--- src/rtl/ctl_link_pkg.sv ---
// ---------------------------------------------------------------------------
// ctl_link_pkg
// Shared definitions for the serial control link (transmitter and receiver).
//   FRAME_BITS / OP_W / DATA_W : frame geometry (start + op + data + parity + stop)
//   ctl_state_e                : framer state sequence
//   ctl_word_t                 : packed {op, data} control word
//   ctl_serial_order()         : payload arranged so bit 0 leaves the line first
//   ctl_parity()               : even parity over the 24 payload bits
// ---------------------------------------------------------------------------
package ctl_link_pkg;

    localparam int unsigned FRAME_BITS = 27;
    localparam int unsigned OP_W       = 4;
    localparam int unsigned DATA_W     = 20;
    localparam int unsigned PAYLOAD_W  = OP_W + DATA_W;

    typedef enum logic [2:0] {
        IDLE  = 3'd0,
        START = 3'd1,
        OP    = 3'd2,
        DATA  = 3'd3,
        PAR   = 3'd4,
        STOP  = 3'd5
    } ctl_state_e;

    typedef struct packed {
        logic [OP_W-1:0]   op;
        logic [DATA_W-1:0] data;
    } ctl_word_t;

    // Opcode occupies the low bits so a right-shifting register emits
    // op[0..3] followed by data[0..19].
    function automatic logic [PAYLOAD_W-1:0] ctl_serial_order(input ctl_word_t w);
        return {w.data, w.op};
    endfunction

    // XOR of all payload bits: payload plus this bit holds an even count of ones.
    function automatic logic ctl_parity(input ctl_word_t w);
        return ^w;
    endfunction

endpackage

--- src/rtl/ctl_frame_tx_bit_timer.sv ---
// ---------------------------------------------------------------------------
// bit_timer
// DIV-cycle down-counter marking the end of each serial bit period.
//   clk       : clock, rising edge
//   rst_n     : asynchronous active-low reset (counter cleared)
//   restart_i : reload the counter; the next tick comes DIV cycles later
//   tick_o    : high in the last cycle of each DIV-cycle bit period
// ---------------------------------------------------------------------------
module bit_timer #(
    parameter int unsigned DIV = 4
) (
    input  logic clk,
    input  logic rst_n,
    input  logic restart_i,
    output logic tick_o
);

    localparam int unsigned    CW     = (DIV > 1) ? $clog2(DIV) : 1;
    localparam logic [CW-1:0]  RELOAD = CW'(DIV - 1);

    logic [CW-1:0] cnt_q;

    always_ff @(posedge clk or negedge rst_n) begin
        if (!rst_n) begin
            cnt_q <= '0;
        end else if (restart_i || (cnt_q == '0)) begin
            cnt_q <= RELOAD;
        end else begin
            cnt_q <= cnt_q - CW'(1);
        end
    end

    // A restart in the same cycle suppresses the tick so the new period
    // always lasts the full DIV cycles.
    assign tick_o = (cnt_q == '0) & ~restart_i;

endmodule

--- src/rtl/ctl_frame_tx.sv ---
// ---------------------------------------------------------------------------
// ctl_frame_tx
// Serial control-frame transmitter: start(0), op[0..3], data[0..19],
// even parity, stop(1); each bit held for DIV clock cycles.
//   clk      : clock, rising edge
//   rst_n    : asynchronous active-low reset
//   in_valid : host offers a word
//   in_ready : word can be accepted this cycle (idle and not aborting)
//   in_op    : opcode, sampled on handshake
//   in_data  : data word, sampled on handshake
//   abort    : synchronous cancel of the frame in progress
//   tx       : registered serial line, idles high
//   busy     : frame in progress
//   done     : one-cycle pulse after a frame completes normally
// ---------------------------------------------------------------------------
module ctl_frame_tx
    import ctl_link_pkg::*;
#(
    parameter int unsigned DIV = 4
) (
    input  logic                clk,
    input  logic                rst_n,
    input  logic                in_valid,
    output logic                in_ready,
    input  logic [OP_W-1:0]     in_op,
    input  logic [DATA_W-1:0]   in_data,
    input  logic                abort,
    output logic                tx,
    output logic                busy,
    output logic                done
);

    localparam logic [4:0] OP_LAST   = 5'(OP_W - 1);
    localparam logic [4:0] DATA_LAST = 5'(DATA_W - 1);

    ctl_state_e             state_q;
    logic [PAYLOAD_W-1:0]   shift_q;
    logic                   par_q;
    logic [4:0]             idx_q;
    logic                   tx_q;
    logic                   done_q;

    ctl_word_t              word;
    logic                   hs;
    logic                   tick;

    assign word     = {in_op, in_data};
    assign in_ready = (state_q == IDLE) & ~abort;
    assign hs       = in_valid & in_ready;

    bit_timer #(
        .DIV (DIV)
    ) u_bit_timer (
        .clk       (clk),
        .rst_n     (rst_n),
        .restart_i (hs),
        .tick_o    (tick)
    );

    // tx_q is loaded with the bit for the state being entered, so the line
    // changes on the same edge as the state and stays glitch-free.
    always_ff @(posedge clk or negedge rst_n) begin
        if (!rst_n) begin
            state_q <= IDLE;
            shift_q <= '0;
            par_q   <= 1'b0;
            idx_q   <= '0;
            tx_q    <= 1'b1;
            done_q  <= 1'b0;
        end else begin
            done_q <= 1'b0;
            if ((state_q != IDLE) && abort) begin
                // Shift register is left as is; it is reloaded on the next handshake.
                state_q <= IDLE;
                tx_q    <= 1'b1;
                idx_q   <= '0;
            end else begin
                case (state_q)
                    IDLE: begin
                        if (hs) begin
                            shift_q <= ctl_serial_order(word);
                            par_q   <= ctl_parity(word);
                            idx_q   <= '0;
                            tx_q    <= 1'b0;
                            state_q <= START;
                        end
                    end
                    START: begin
                        if (tick) begin
                            tx_q    <= shift_q[0];
                            shift_q <= shift_q >> 1;
                            idx_q   <= '0;
                            state_q <= OP;
                        end
                    end
                    OP: begin
                        if (tick) begin
                            tx_q    <= shift_q[0];
                            shift_q <= shift_q >> 1;
                            if (idx_q == OP_LAST) begin
                                idx_q   <= '0;
                                state_q <= DATA;
                            end else begin
                                idx_q   <= idx_q + 5'd1;
                            end
                        end
                    end
                    DATA: begin
                        if (tick) begin
                            if (idx_q == DATA_LAST) begin
                                tx_q    <= par_q;
                                idx_q   <= '0;
                                state_q <= PAR;
                            end else begin
                                tx_q    <= shift_q[0];
                                shift_q <= shift_q >> 1;
                                idx_q   <= idx_q + 5'd1;
                            end
                        end
                    end
                    PAR: begin
                        if (tick) begin
                            tx_q    <= 1'b1;
                            state_q <= STOP;
                        end
                    end
                    STOP: begin
                        if (tick) begin
                            tx_q    <= 1'b1;
                            done_q  <= 1'b1;
                            state_q <= IDLE;
                        end
                    end
                    default: begin
                        tx_q    <= 1'b1;
                        state_q <= IDLE;
                    end
                endcase
            end
        end
    end

    assign tx   = tx_q;
    assign busy = (state_q != IDLE);
    assign done = done_q;

endmodule

--- config.mk ---
export PLATFORM = sky130hd
export DESIGN_NAME = ctl_frame_tx
export DESIGN_NICKNAME = d
export VERILOG_FILES = /design/src/rtl/ctl_link_pkg.sv /design/src/rtl/ctl_frame_tx_bit_timer.sv /design/src/rtl/ctl_frame_tx.sv
export SDC_FILE = /design/constraint.sdc
export NUM_CORES = 1
export LEC_CHECK = 0
export CAP_MARGIN = 5
export CORE_ASPECT_RATIO = 0.6
export CORE_MARGIN = 3
export CORE_UTILIZATION = 54
export DETAILED_ROUTE_END_ITERATION = 7
export GPL_TIMING_DRIVEN = 0
export PLACE_DENSITY = 0.8
export SYNTH_ARGS = -nofsm -noshare
export SYNTH_HDL_FRONTEND = slang
export SYNTH_SLANG_ARGS = --single-unit
--- constraint.sdc ---
create_clock -name clk -period 2.2 [get_ports clk]
set_input_delay 0.22 -clock clk [delete_from_list [all_inputs] [get_ports clk]]
set_output_delay 0.22 -clock clk [all_outputs]
set_load 0.01 [all_outputs]
# Word-level counts from Yosys, hierarchy flattened
# Cells that the tools add are included.
# word_totals
ff_bits	37
latch_bits	0
ram_bits	0
mem_bits_ro	0
inputBits	28
output_inout_bits	4
wordCells	85
memories	0
# classes
addsub	2
multipliers	0
div_mod_pow	0
magnitude_cmp	0
eq_ne	21
shifts	0
mux	34
bitwise_logic	6
n_reduce_logical	15
# ops
cell	count
$mux W24	4
$pmux W24 S3	1
$mux W5	7
$mux W3	9
$reduce_xor A24 Y1	1
$ne A3 B3 Y1 const B	7
$pmux W5 S4	1
$pmux W3 S6	1
$mux W1	9
$ne A3 B1 Y1 const B	3
$reduce_and A8 Y1	1
$eq A3 B2 Y1 const B	2
$eq A3 B3 Y1 const B	2
$reduce_and A6 Y1	1
$reduce_bool A3 Y1	2
$add A5 B1 Y5 const B	1
$eq A5 B2 Y1 const B	1
$eq A5 B5 Y1 const B	1
$reduce_and A5 Y1	1
$reduce_bool A5 Y1	1
$ne A2 B1 Y1 const B	2
$ne A2 B2 Y1 const B	2
$pmux W1 S4	1
$reduce_and A4 Y1	1
11 further kinds	16

# Longest topological paths before layout
# depth
word_depth	8
ltp_mapped	9
mapped_depth_nobuf	7

# Modules after synthesis
# From an unflattened synthesis, not the netlist that was laid out.
# hier_totals
hier_cells	221
hier_area_um2	2169.6
# by_module_without_submodules
mod	n_inst	cells_per_inst	area_each_um2	seq_area_each_um2
ctl_frame_tx	1	213	2073.2	877.1
bit_timer	1	8	96.3	50.0

# Worst setup path after synthesis
# No wires, ideal clock.
# synth_timing
kind	reg-to-reg
start	register u_bit_timer.cnt_q[0]
end	register shift_q[14]
setup_time_ns	0.073
arrival_time_ns	1.622
required_ns	2.127
path_slack_ns	0.505
path_stages_with_launch	10
path_buffers	3
period_less_slack_ns	1.695
cell_sequence	dfrtp_1 -> inv_1 -> ha_1 -> buf_2 -> mux2_1 -> o211ai_1 -> a31oi_1 -> buf_4 -> buf_6 -> a21oi_2
# synth_between
elab_chain_len	4
elab_cells_between_ends	5
cone_classes	eq/ne: 2; bitwise: 1; reduce/logical: 2
# synth_lines
item	line	text
start: declaration	ctl_frame_tx_bit_timer.sv:21	logic [CW-1:0] cnt_q;
start signal: assignment	ctl_frame_tx_bit_timer.sv:29	cnt_q <= cnt_q - CW'(1);
$logic_not A2 Y1 (*)	ctl_frame_tx_bit_timer.sv:35	assign tick_o = (cnt_q == '0) & ~restart_i;
$and A1 B1 Y1 (*)	ctl_frame_tx_bit_timer.sv:35	
$ne A2 B2 Y1 (no line) or $ne A2 B1 Y1 (tied branches)	-	
$reduce_and A6 Y1 (no line) (*)	-	
end signal: assignment	ctl_frame_tx.sv:81	shift_q <= ctl_serial_order(word);
end signal: assignment	ctl_frame_tx.sv:91	shift_q <= shift_q >> 1;
end signal: assignment	ctl_frame_tx.sv:99	shift_q <= shift_q >> 1;
end: declaration	ctl_frame_tx.sv:37	logic [PAYLOAD_W-1:0] shift_q;
# Mark *: on every way between the ends. The rest lies on a longest branch, timed or not.
# A chain may end at the register's enable or synchronous reset.

# Worst setup path in the final report
# layout_timing
start	input abort
end	output in_ready
# layout_between
elab_chain_len	2
# layout_lines
item	line	text
start: declaration	ctl_frame_tx.sv:27	input logic abort,
$not A1 Y1	ctl_frame_tx.sv:48	assign in_ready = (state_q == IDLE) & ~abort;
$and A1 B1 Y1	ctl_frame_tx.sv:48	
end: declaration	ctl_frame_tx.sv:24	output logic in_ready,
# Every way passes these cells.

==> qor.csv <==
stage;metric;value;unit
status;status;finished clean;
global_routing;globalRouteTotalUtil;20.0;%
sta;relSlewSlack;44.0;%
drt;detail_route.iter0.violations;119;
die;die_width;87.7;µm
drt;remaining_drc_errors;0;
synth;synth_sequential_area_ratio;42.9;%
synth;yosysUniqueCellTypes;39;
worst_setup_path;worstSetupEndpointType;primary output;
layout;mostFrequentLayoutCell;sky130_fd_sc_hd__dfrtp_1;
synth;postSynth.topFlopCell;sky130_fd_sc_hd__dfrtp_1;
worst_setup_path;endpoint;in_ready;
global_routing;grt.overflow.total;0;
drt;antenna_left;0;
global_routing;grt_pass1_vias;1506;
worst_setup_path;slowest_stage;sky130_fd_sc_hd__clkdlybuf4s50_1;
synth;synth.net_count;247;
placed_design;io_buffer_count;31;
die;die_area;4820;µm²
layout;finalNonFillerCells;303;
synth;post_synth_main_area_contributors;sky130_fd_sc_hd__dfrtp_1, sky130_fd_sc_hd__mux2i_1, sky130_fd_sc_hd__xnor2_1;
placed_design;detailed_place_hpwl;3.34;mm
layout;num_antenna_cells;0;
power_and_ir_drop;p_leak;0.00111;µW
worst_setup_path;crit_start;abort;
layout;final_layout_size_suffix_gt1_share;14.8;%
clocking;postCtsResizedCells;0;
layout;design.final.nets;285;
layout;most_frequent_cells_in_the_layout;sky130_fd_sc_hd__dfrtp_1, sky130_fd_sc_hd__nor2_1, sky130_fd_sc_hd__clkdlybuf4s50_1, sky130_fd_sc_hd__mux2i_1, sky130_fd_sc_hd__a21oi_1;
sta;final_count_of_negative_setup_slack_endpoints;0;
drt;vias;1638;
placed_design;numPlacedInstances;295;
worst_setup_path;worst-r2r-cell-count;9;
die;start_util;57.4;%
global_routing;grt_first_pass_wirelength;7.18;mm
die;die-height;55.0;µm
global_routing;antenna_found_initial;0;
worst_setup_path;cp_data_required_time;1.98;ns
clocking;cts_htree_levels;2;
clocking;clk_root_buffer_cell;sky130_fd_sc_hd__clkbuf_8;
power_and_ir_drop;vdd_drop_max;631;µV
synth;avgSynthCellArea;9.96;µm²
drt;mean_routed_wirelength_per_cell;14.9;µm
worst_setup_path;critPathKind;in -> out;
synth;register_bit_count_reported_by_yosys;37;
worst_setup_path;worst_r2r_startpoint;u_bit_timer.cnt_q[0];
clocking;postCtsHoldBufs;0;
clocking;number_of_buffers_created_by_cts;5;
placed_design;globalplace.congestion;0.894;
global_routing;grt_start_max_net_pins;38;
power_and_ir_drop;powerDensity;1170;nW/µm²
sta;report.final.hold_viol_count;0;
flow_run;maxCapViolCount;0;
worst_setup_path;path_delay_family;buffers and inverters;
sta;finalCriticalPeriod;2.06;ns
layout;layout.filler_cells;297;
die;io_pins;32;
sta;tns_setup;0;ns
sta;tightestPinTransition;0.840;ns
worst_setup_path;crit_path_start_kind;input port;
drt;finalWirelength;4.52;mm
sta;post-route-worst-setup-slack;0.143;ns
sta;clock.fmax;486;MHz
worst_setup_path;critical_path_depth;4;
sta;fin_skew;0.00881;ns
worst_setup_path;worst_r2r_endpoint;shift_q[20];
die;rows;17;
sta;holdWs;0.0378;ns
synth;ys_async_sr_fraction;100;%
worst_setup_path;arrival;1.84;ns
clocking;cts_tree;built;
sta;finalMaxSlewViolations;0;
sta;timing.final.crit_share;93.5;%
worst_setup_path;cpMostUsedCell;sky130_fd_sc_hd__clkdlybuf4s50_1;
synth;yosys.area.top_type_share;41.7;%
clocking;clkSlewWorstSetupHoldPaths;0.07;ns
synth;ys_warn_count;0;
die;coreArea;3760;µm²
clocking;clk_latency;0.28;ns
clocking;clock_tree.buffer_depth;2;
synth;synth-edff-count;0;
worst_setup_path;max_stage_delay;0.61;ns
drt;drt-vias-per-instance;5.41;
synth;netlist_area;2160;µm²
synth;syn_inst;217;
worst_setup_path;worst_path_buf_inv;3;
hold_path;worstHoldPathType;in -> async;
worst_setup_path;path_cells;clkdlybuf4s50_1 > clkbuf_1 > nor4_2 > clkdlybuf4s50_1;
worst_setup_path;max_fanout_on_critical_path;10;
clocking;post_cts_setup_repair_buffer_count;0;
placed_design;pre_cts_slack;0.176;ns
synth;synth.largest_area_cell;sky130_fd_sc_hd__dfrtp_1;
drt;detail_route.first_pass.iterations;4;
worst_setup_path;worst-r2r-setup-slack;0.22;ns
clocking;clock_sinks;37;
layout;syn_to_final_growth;20.7;%
sta;grt_setup_unrepaired;no;
## area by class of cell
type / instances / area [µm²] / area share (%)
well taps: 47 / 58.8 / 2.25
clock buffers: 6 / 72.6 / 2.78
plain buffers: 13 / 80.1 / 3.07
flip-flops and latches: 37 / 927 / 35.5
multi-input cells: 163 / 1140 / 43.7
repair buffers: 31 / 305 / 11.7
inverters: 4 / 15.0 / 0.576
clock inverters: 2 / 10.0 / 0.384
## worst reg2reg max path: cells and delay by family (launching register included)
kind                       cells  cell delay (ns)
AOI/OAI and AO/OA              3             0.46
muxes                          1             0.32
DFF                            1             0.34
adders and majority gates      1             0.19
buffers and inverters          4             0.59
## worst min path at each step
stage,to,cells after the start
5_1_grt,shift_q[21],1
2_1_floorplan,done,0
3_3_place_gp,u_bit_timer.cnt_q[0],1
4_1_cts,shift_q[3],1
3_5_place_dp,shift_q[21],1
6_report,done,1
## metal layers
metal / GRT usage, % / wire length (µm)
met1: 29.0 / 2380
met2: 28.9 / 1840
met3: 7.25 / 287
met4: 3.06 / 14
met5: 0 / 0
## cell usage after synthesis (2+ instances only)
cell,instances
sky130_fd_sc_hd__a31oi_1,4
sky130_fd_sc_hd__inv_1,3
sky130_fd_sc_hd__xnor2_1,18
sky130_fd_sc_hd__nand2_1,11
sky130_fd_sc_hd__mux2i_1,23
sky130_fd_sc_hd__nand2b_1,4
sky130_fd_sc_hd__buf_6,2
sky130_fd_sc_hd__a21oi_1,21
sky130_fd_sc_hd__o21ai_1,9
sky130_fd_sc_hd__nand3_1,5
sky130_fd_sc_hd__dfrtp_1,36
sky130_fd_sc_hd__buf_2,7
sky130_fd_sc_hd__a21oi_2,10
sky130_fd_sc_hd__mux2_1,2
sky130_fd_sc_hd__clkbuf_1,2
sky130_fd_sc_hd__nor2_1,30
sky130_fd_sc_hd__ha_1,2
sky130_fd_sc_hd__buf_4,2
sky130_fd_sc_hd__xor2_1,6
## cell families (layout without fill, tap and decap cells)
| kind of cell | count (synthesis) | in the layout | synth area share, % |
|---|---|---|---|
| adders and majority gates | 2 | 2 | 1.16 |
| DFF | 37 | 37 | 42.9 |
| muxes | 25 | 25 | 11.7 |
| buffers and inverters | 17 | 56 | 4.40 |
| AOI/OAI and AO/OA | 52 | 52 | 15.5 |
| and+or+nand+nor | 59 | 59 | 13.6 |
| xor gates and xnor gates | 25 | 25 | 10.8 |
## sequential cells by signal, summed over array words and instances, names as in the netlist
register and count:
shift_q 24, tx 1, u_bit_timer.cnt_q 2, state_q 3, par_q 1, idx_q 5
done 1
## power breakdown
part,internal (µW),switching (µW)
logic,703,780
clock network,220,245
registers,954,151
## metrics by stage
stage                     cell area, µm²  total power [µW]  utilization, %
after CTS                           2610              3070            69.3
after detailed placement            2530              2600            67.1
after global routing                2610              3280            69.3
after global placement              2530              2560            67.2
final                               2610              3050            69.3
after floorplan                     2160              2230               -
(Power assumes the default switching activity.)
==> edit 1, RTL diff (same settings) <==
Set the package constant `OP_W` to 6 (it was 4).
--- a/src/rtl/ctl_link_pkg.sv
+++ b/src/rtl/ctl_link_pkg.sv
@@ -11,5 +11,5 @@
 
     localparam int unsigned FRAME_BITS = 27;
-    localparam int unsigned OP_W       = 4;
+    localparam int unsigned OP_W       = 6;
     localparam int unsigned DATA_W     = 20;
     localparam int unsigned PAYLOAD_W  = OP_W + DATA_W;
Ports: changed (resized in_op); port bits go from 32 to 34. The function was not compared with the original's and may differ.
==> edit 1 against the unedited design <==
Power up 2.1%. Die area up 4.2%. Final area up 5.3%. Global-route usage down 0.27 points. Clock skew about the same. Worst setup slack better by 6.2 ps. Sequential cell count up 2. Routed wire length up 4.2%. Area after synthesis up 4.6%. Largest cell class unchanged. Highest routed layer unchanged.
==> edit 1: results (changes against the unedited design) <==
[run_status]
status = finished clean  ; unchanged

[routing]
routed_wirelength_um = 4710  ; was 4520 µm
initialDrtViolationCount = 133  ; was 119
wl_per_cell_um = 14.3  ; was 14.9 µm
vias = 1732  ; was 1638

[synthesis]
synthMuxAreaShare = 0.135  ; was 0.117
synth_cell_types = 38  ; was 39
synthCells = 231  ; was 217
synth-xor-area-share = 0.105  ; was 0.108
synth-compound-area-share = 0.129  ; was 0.155
synth-seq-area-share = 0.432  ; was 0.429
synthAdderAreaFrac = 0.0166  ; was 0.0116
synthTopCellsByArea = dfrtp_1 42%, mux2i_1 13%, xnor2_1 7.4%, a21oi_1 6.6%, nor2_1 5.8%  ; was dfrtp_1 42%, mux2i_1 11%, xnor2_1 7.3%, nor2_1 5.2%, a21oi_1 4.9%
syn_nets = 264  ; was 247
synth_common_cells = 38 x dfrtp_1, 35 x nor2_1, 30 x a21oi_1  ; was 36 x dfrtp_1, 30 x nor2_1, 23 x mux2i_1

[global_routing]
grt_pass1_wl_um = 7510  ; was 7180 µm
grtUsageTotal = 0.197  ; was 0.200
grt_start_max_net_pins = 40  ; was 38
grt_pass1_vias = 1511  ; was 1506

[placement]
place_congestion = 0.868  ; was 0.894
dp_hpwl_um = 3550  ; was 3340 µm
dpl_cell_area_um2 = 2660  ; was 2530 µm²
io_buffers = 33  ; was 31
dp_cells = 321  ; was 295

[worst_setup_path]
rr_worst_depth = 8  ; was 9
reg2reg_from = idx_q[0]$_DFFE_PN0P_  ; was u_bit_timer.cnt_q[0]$_DFF_PN0_
max_stage_delay_ps = 590  ; was 610 ps
rr_endpoint = shift_q[18]$_DFFE_PN0P_  ; was shift_q[20]$_DFFE_PN0P_
rrSetupSlack_ps = 190  ; was 220 ps
worstPathMaxFanout = 10  ; unchanged

[clocking]
clk_latency_ps = 300  ; was 280 ps

[power]
ir_drop_v = 0.000580  ; was 0.000631 V
p_leak_nw = 1.21  ; was 1.11 nW
p_int_w = 0.00195  ; was 0.00188 W

[timing]
hold_ws_ps = 30.5  ; was 37.8 ps
worstMarginPinSlew_ps = 860  ; was 840 ps
clock_skew_ps = 9.10  ; was 8.81 ps

[layout]
top_regs = shift_q (26), idx_q (5), state_q (3)  ; was shift_q (24), idx_q (5), state_q (3)
drive_above_1_share = 0.114  ; was 0.148
nets = 304  ; was 285

-- edit 1: cell types whose count changed in the layout (fill, tap and decap cells not counted), moves of 5 or more --
cell     unedited run  this run
a21oi_1            21        30
a21oi_2            10         0
mux2i_1            23        29
nor2_1             30        35
o21ai_0             0         7
o21ai_1             9         0
xor2_1              6         1
-- edit 1: worst max path at each step --
stage | startpoint | endpoint | slack (ps) | cells after the start
floorplan | state_q[0]$_DFFE_PN0P_ | par_q$_DFFE_PN0P_ | 500 | 4
global placement | rst_n | shift_q[9]$_DFFE_PN0P_ | -90 | 1
detailed placement | in_op[1] | par_q$_DFFE_PN0P_ | 80 | 6
CTS | state_q[0]$_DFFE_PN0P_ | in_ready | 90 | 3
global route | state_q[0]$_DFFE_PN0P_ | in_ready | 30 | 3
finish | state_q[0]$_DFFE_PN0P_ | in_ready | 150 | 3
-- edit 1: power by group through the flow --
stage	registers (W)	clock network (W)	logic [W]
after global routing	0.00119	0.000516	0.00165
after floorplan	0.00114	0	0.00112
final	0.00116	0.000473	0.00148
after CTS	0.00116	0.000486	0.00148
after global placement	0.00116	0	0.00144
after detailed placement	0.00117	0	0.00147
-- edit 1: cells by family after synthesis --
family / after synthesis
AO/OA/AOI/OAI: 50
adder cells (fa/ha/maj): 3
XOR/XNOR: 23
buffers and inverters: 21
multiplexers: 30
AND/OR/NAND/NOR: 65
flip-flops: 39
-- edit 1: cell type report --
type / instances / area (µm²)
Buffer: 14 / 73.8
Clock buffer: 5 / 68.8
Clock inverter: 3 / 15.0
Fill cell: 300 / 1100
Inverter: 7 / 26.3
Multi-Input combinational cell: 171 / 1190
Sequential cell: 39 / 977
Tap cell: 57 / 71.3
Timing Repair Buffer: 33 / 325
-- edit 1: repair_timing --
| item | in CTS | in global routing |
|---|---|---|
| gates resized for setup | 0 | 1 |
| buffers inserted | 0 | 0 |
| endpoints found under the setup margin | 0 | 1 |
-- edit 1: routing by layer --
layer	global-route usage	wire, µm
met1	0.332	2620
met4	0.0701	40
met2	0.230	1750
met3	0.0488	300
met5	0	0
-- edit 1: worst register-to-register path: stages (launching register included) --
cell,delay [ps]
dfrtp_1,420
ha_1,250
nand4bb_1,180
a211o_1,320
and3_1,180
buf_2,160
buf_2,200
nor2_1,130
a21oi_1,50
-- edit 1: stage by stage --
step,worst slack [ps],utilization
floorplan,496,-
global placement,-89.8,0.692
detailed placement,77.4,0.690
global route,28.0,0.714
finish,149,0.714
CTS,93.6,0.712
==> edit 2, RTL diff (same settings) <==
Made on the original files. Re-encode `ctl_state_e` (6 states) as one-hot, 6 bits wide.
--- a/src/rtl/ctl_link_pkg.sv
+++ b/src/rtl/ctl_link_pkg.sv
@@ -15,11 +15,11 @@
     localparam int unsigned PAYLOAD_W  = OP_W + DATA_W;
 
-    typedef enum logic [2:0] {
-        IDLE  = 3'd0,
-        START = 3'd1,
-        OP    = 3'd2,
-        DATA  = 3'd3,
-        PAR   = 3'd4,
-        STOP  = 3'd5
+    typedef enum logic [5:0] {
+        IDLE  = 6'b000001,
+        START = 6'b000010,
+        OP    = 6'b000100,
+        DATA  = 6'b001000,
+        PAR   = 6'b010000,
+        STOP  = 6'b100000
     } ctl_state_e;
 
Behaviour: no difference found for any inputs over 10 cycles, from zero or initial values and one cycle with rst_n low; not proved beyond that.
==> edit 2 against the unedited design <==
Final area is 16% higher. Largest power group is now registers. Worst setup slack worse by 140 ps. Combinational power shrank 22%. Area after synthesis is 13% higher. Largest cell class unchanged. Sequential share of layout area decreased by 2.4 points. Sequential cell count up 3. Via count increased by 13%. Routed wire length grew 20%. Maximum frequency decreased by 6.3%. Power down 7.7%.
==> edit 2: results (changes against the unedited design) <==
[run_status]
status = finished clean  ; unchanged

[synthesis]
synth-seq-area-share = 0.411  ; was 0.429
syn_avg_cell_area_um2 = 11.0  ; was 9.96 µm²
ys_warn_count = 0  ; unchanged
syn_nets = 253  ; was 247
synth_cell_types = 50  ; was 39
synthTopCellsByArea = dfrtp_1 39%, mux2_1 12%, mux2_2 9.7%, xnor2_1 6.8%, dfstp_2 2.2%  ; was dfrtp_1 42%, mux2i_1 11%, xnor2_1 7.3%, nor2_1 5.2%, a21oi_1 4.9%
synth_common_cells = 38 x dfrtp_1, 25 x mux2_1, 21 x mux2_2  ; was 36 x dfrtp_1, 30 x nor2_1, 23 x mux2i_1

[routing]
via_per_inst = 5.63  ; was 5.41
initialDrtViolationCount = 117  ; was 119
wl_met2_um = 2240  ; was 1840 µm
dr_wl_met3_um = 430  ; was 287 µm
drt-met1-wl_um = 2690  ; was 2380 µm

[clocking]
hold_buffers = 1  ; was 0
h-tree-depth = 2  ; unchanged
ctsResizeCount = 11  ; was 0

[global_routing]
grtUsageTotal = 0.222  ; was 0.200
grt_pass1_wl_um = 9280  ; was 7180 µm
grt_pass1_vias = 1876  ; was 1506
use_met1 = 0.333  ; was 0.290
grtUsageMet3 = 0.0532  ; was 0.0725
use_met2 = 0.327  ; was 0.289
grt_start_max_net_pins = 28  ; was 38

[power]
pwr-share-clk = 0.176  ; was 0.152
seq_power_w = 0.00117  ; was 0.00110 W
ir_drop_v = 0.000432  ; was 0.000631 V
p_leak_nw = 1.23  ; was 1.11 nW
p_int_w = 0.00188  ; about the same

[placement]
pre_cts_slack_ps = -325  ; was 176 ps
dpl_cell_area_um2 = 2840  ; was 2530 µm²
place_congestion = 0.881  ; was 0.894
dp_hpwl_um = 4050  ; was 3340 µm
dp_cells = 315  ; was 295

[worst_setup_path]
max_stage_delay_ps = 360  ; was 610 ps
crit_path_start_kind = flip-flop  ; was primary input
end_kind = flip-flop  ; was output port
worstPathMaxFanout = 9  ; was 10
rr_worst_depth = 7  ; was 9
rr_endpoint = shift_q[16]$_DFFE_PN0P_  ; was shift_q[20]$_DFFE_PN0P_
slowest_stage = dfrtp_1  ; was clkdlybuf4s50_1
crit_family = simple AND/OR/NAND/NOR gates  ; was buffers and inverters
reg2reg_from = state_q[4]$_DFFE_PN0P_  ; was u_bit_timer.cnt_q[0]$_DFF_PN0_
critical_path_arrival_ps = 2360  ; was 1840 ps

[layout]
n_fill_cell = 326  ; was 297
drive_above_1_share = 0.208  ; was 0.148
top_regs = shift_q (24), state_q (6), idx_q (5)  ; was shift_q (24), idx_q (5), state_q (3)
finalNonFillerCells = 329  ; was 303
nets = 298  ; was 285

[timing]
layout_setup_ws_ps = 4.40  ; was 143 ps
max_slew_margin = 0.646  ; was 0.440

[die]
start_util = 0.577  ; was 0.574

==> edit 2: changes by cell type after synthesis, sizes merged, moves of 5 or more <==
cell	change
mux2	+44
a21oi	-28
mux2i	-22
nor2	-20
buf	-5
nor3	+5
==> edit 2: logic make-up after synthesis <==
kind of cell | count (synthesis) | synth area share
AND/OR/NAND/NOR | 63 | 0.151
multiplexers | 47 | 0.216
flip-flops | 40 | 0.411
AO/OA/AOI/OAI | 31 | 0.0856
XOR/XNOR | 25 | 0.0953
buffers and inverters | 15 | 0.0312
adder cells (fa/ha/maj) | 2 | 0.0102
==> edit 2: cell type report <==
cell class | count | area, µm² | area share
inverter | 4 | 15.0 | 0.00495
tap | 60 | 75.1 | 0.0248
sequential | 40 | 1000 | 0.331
clock buffer | 8 | 90.1 | 0.0297
multi-input combinational | 168 | 1400 | 0.461
buffer | 10 | 67.6 | 0.0223
timing repair buffer | 39 | 383 | 0.126
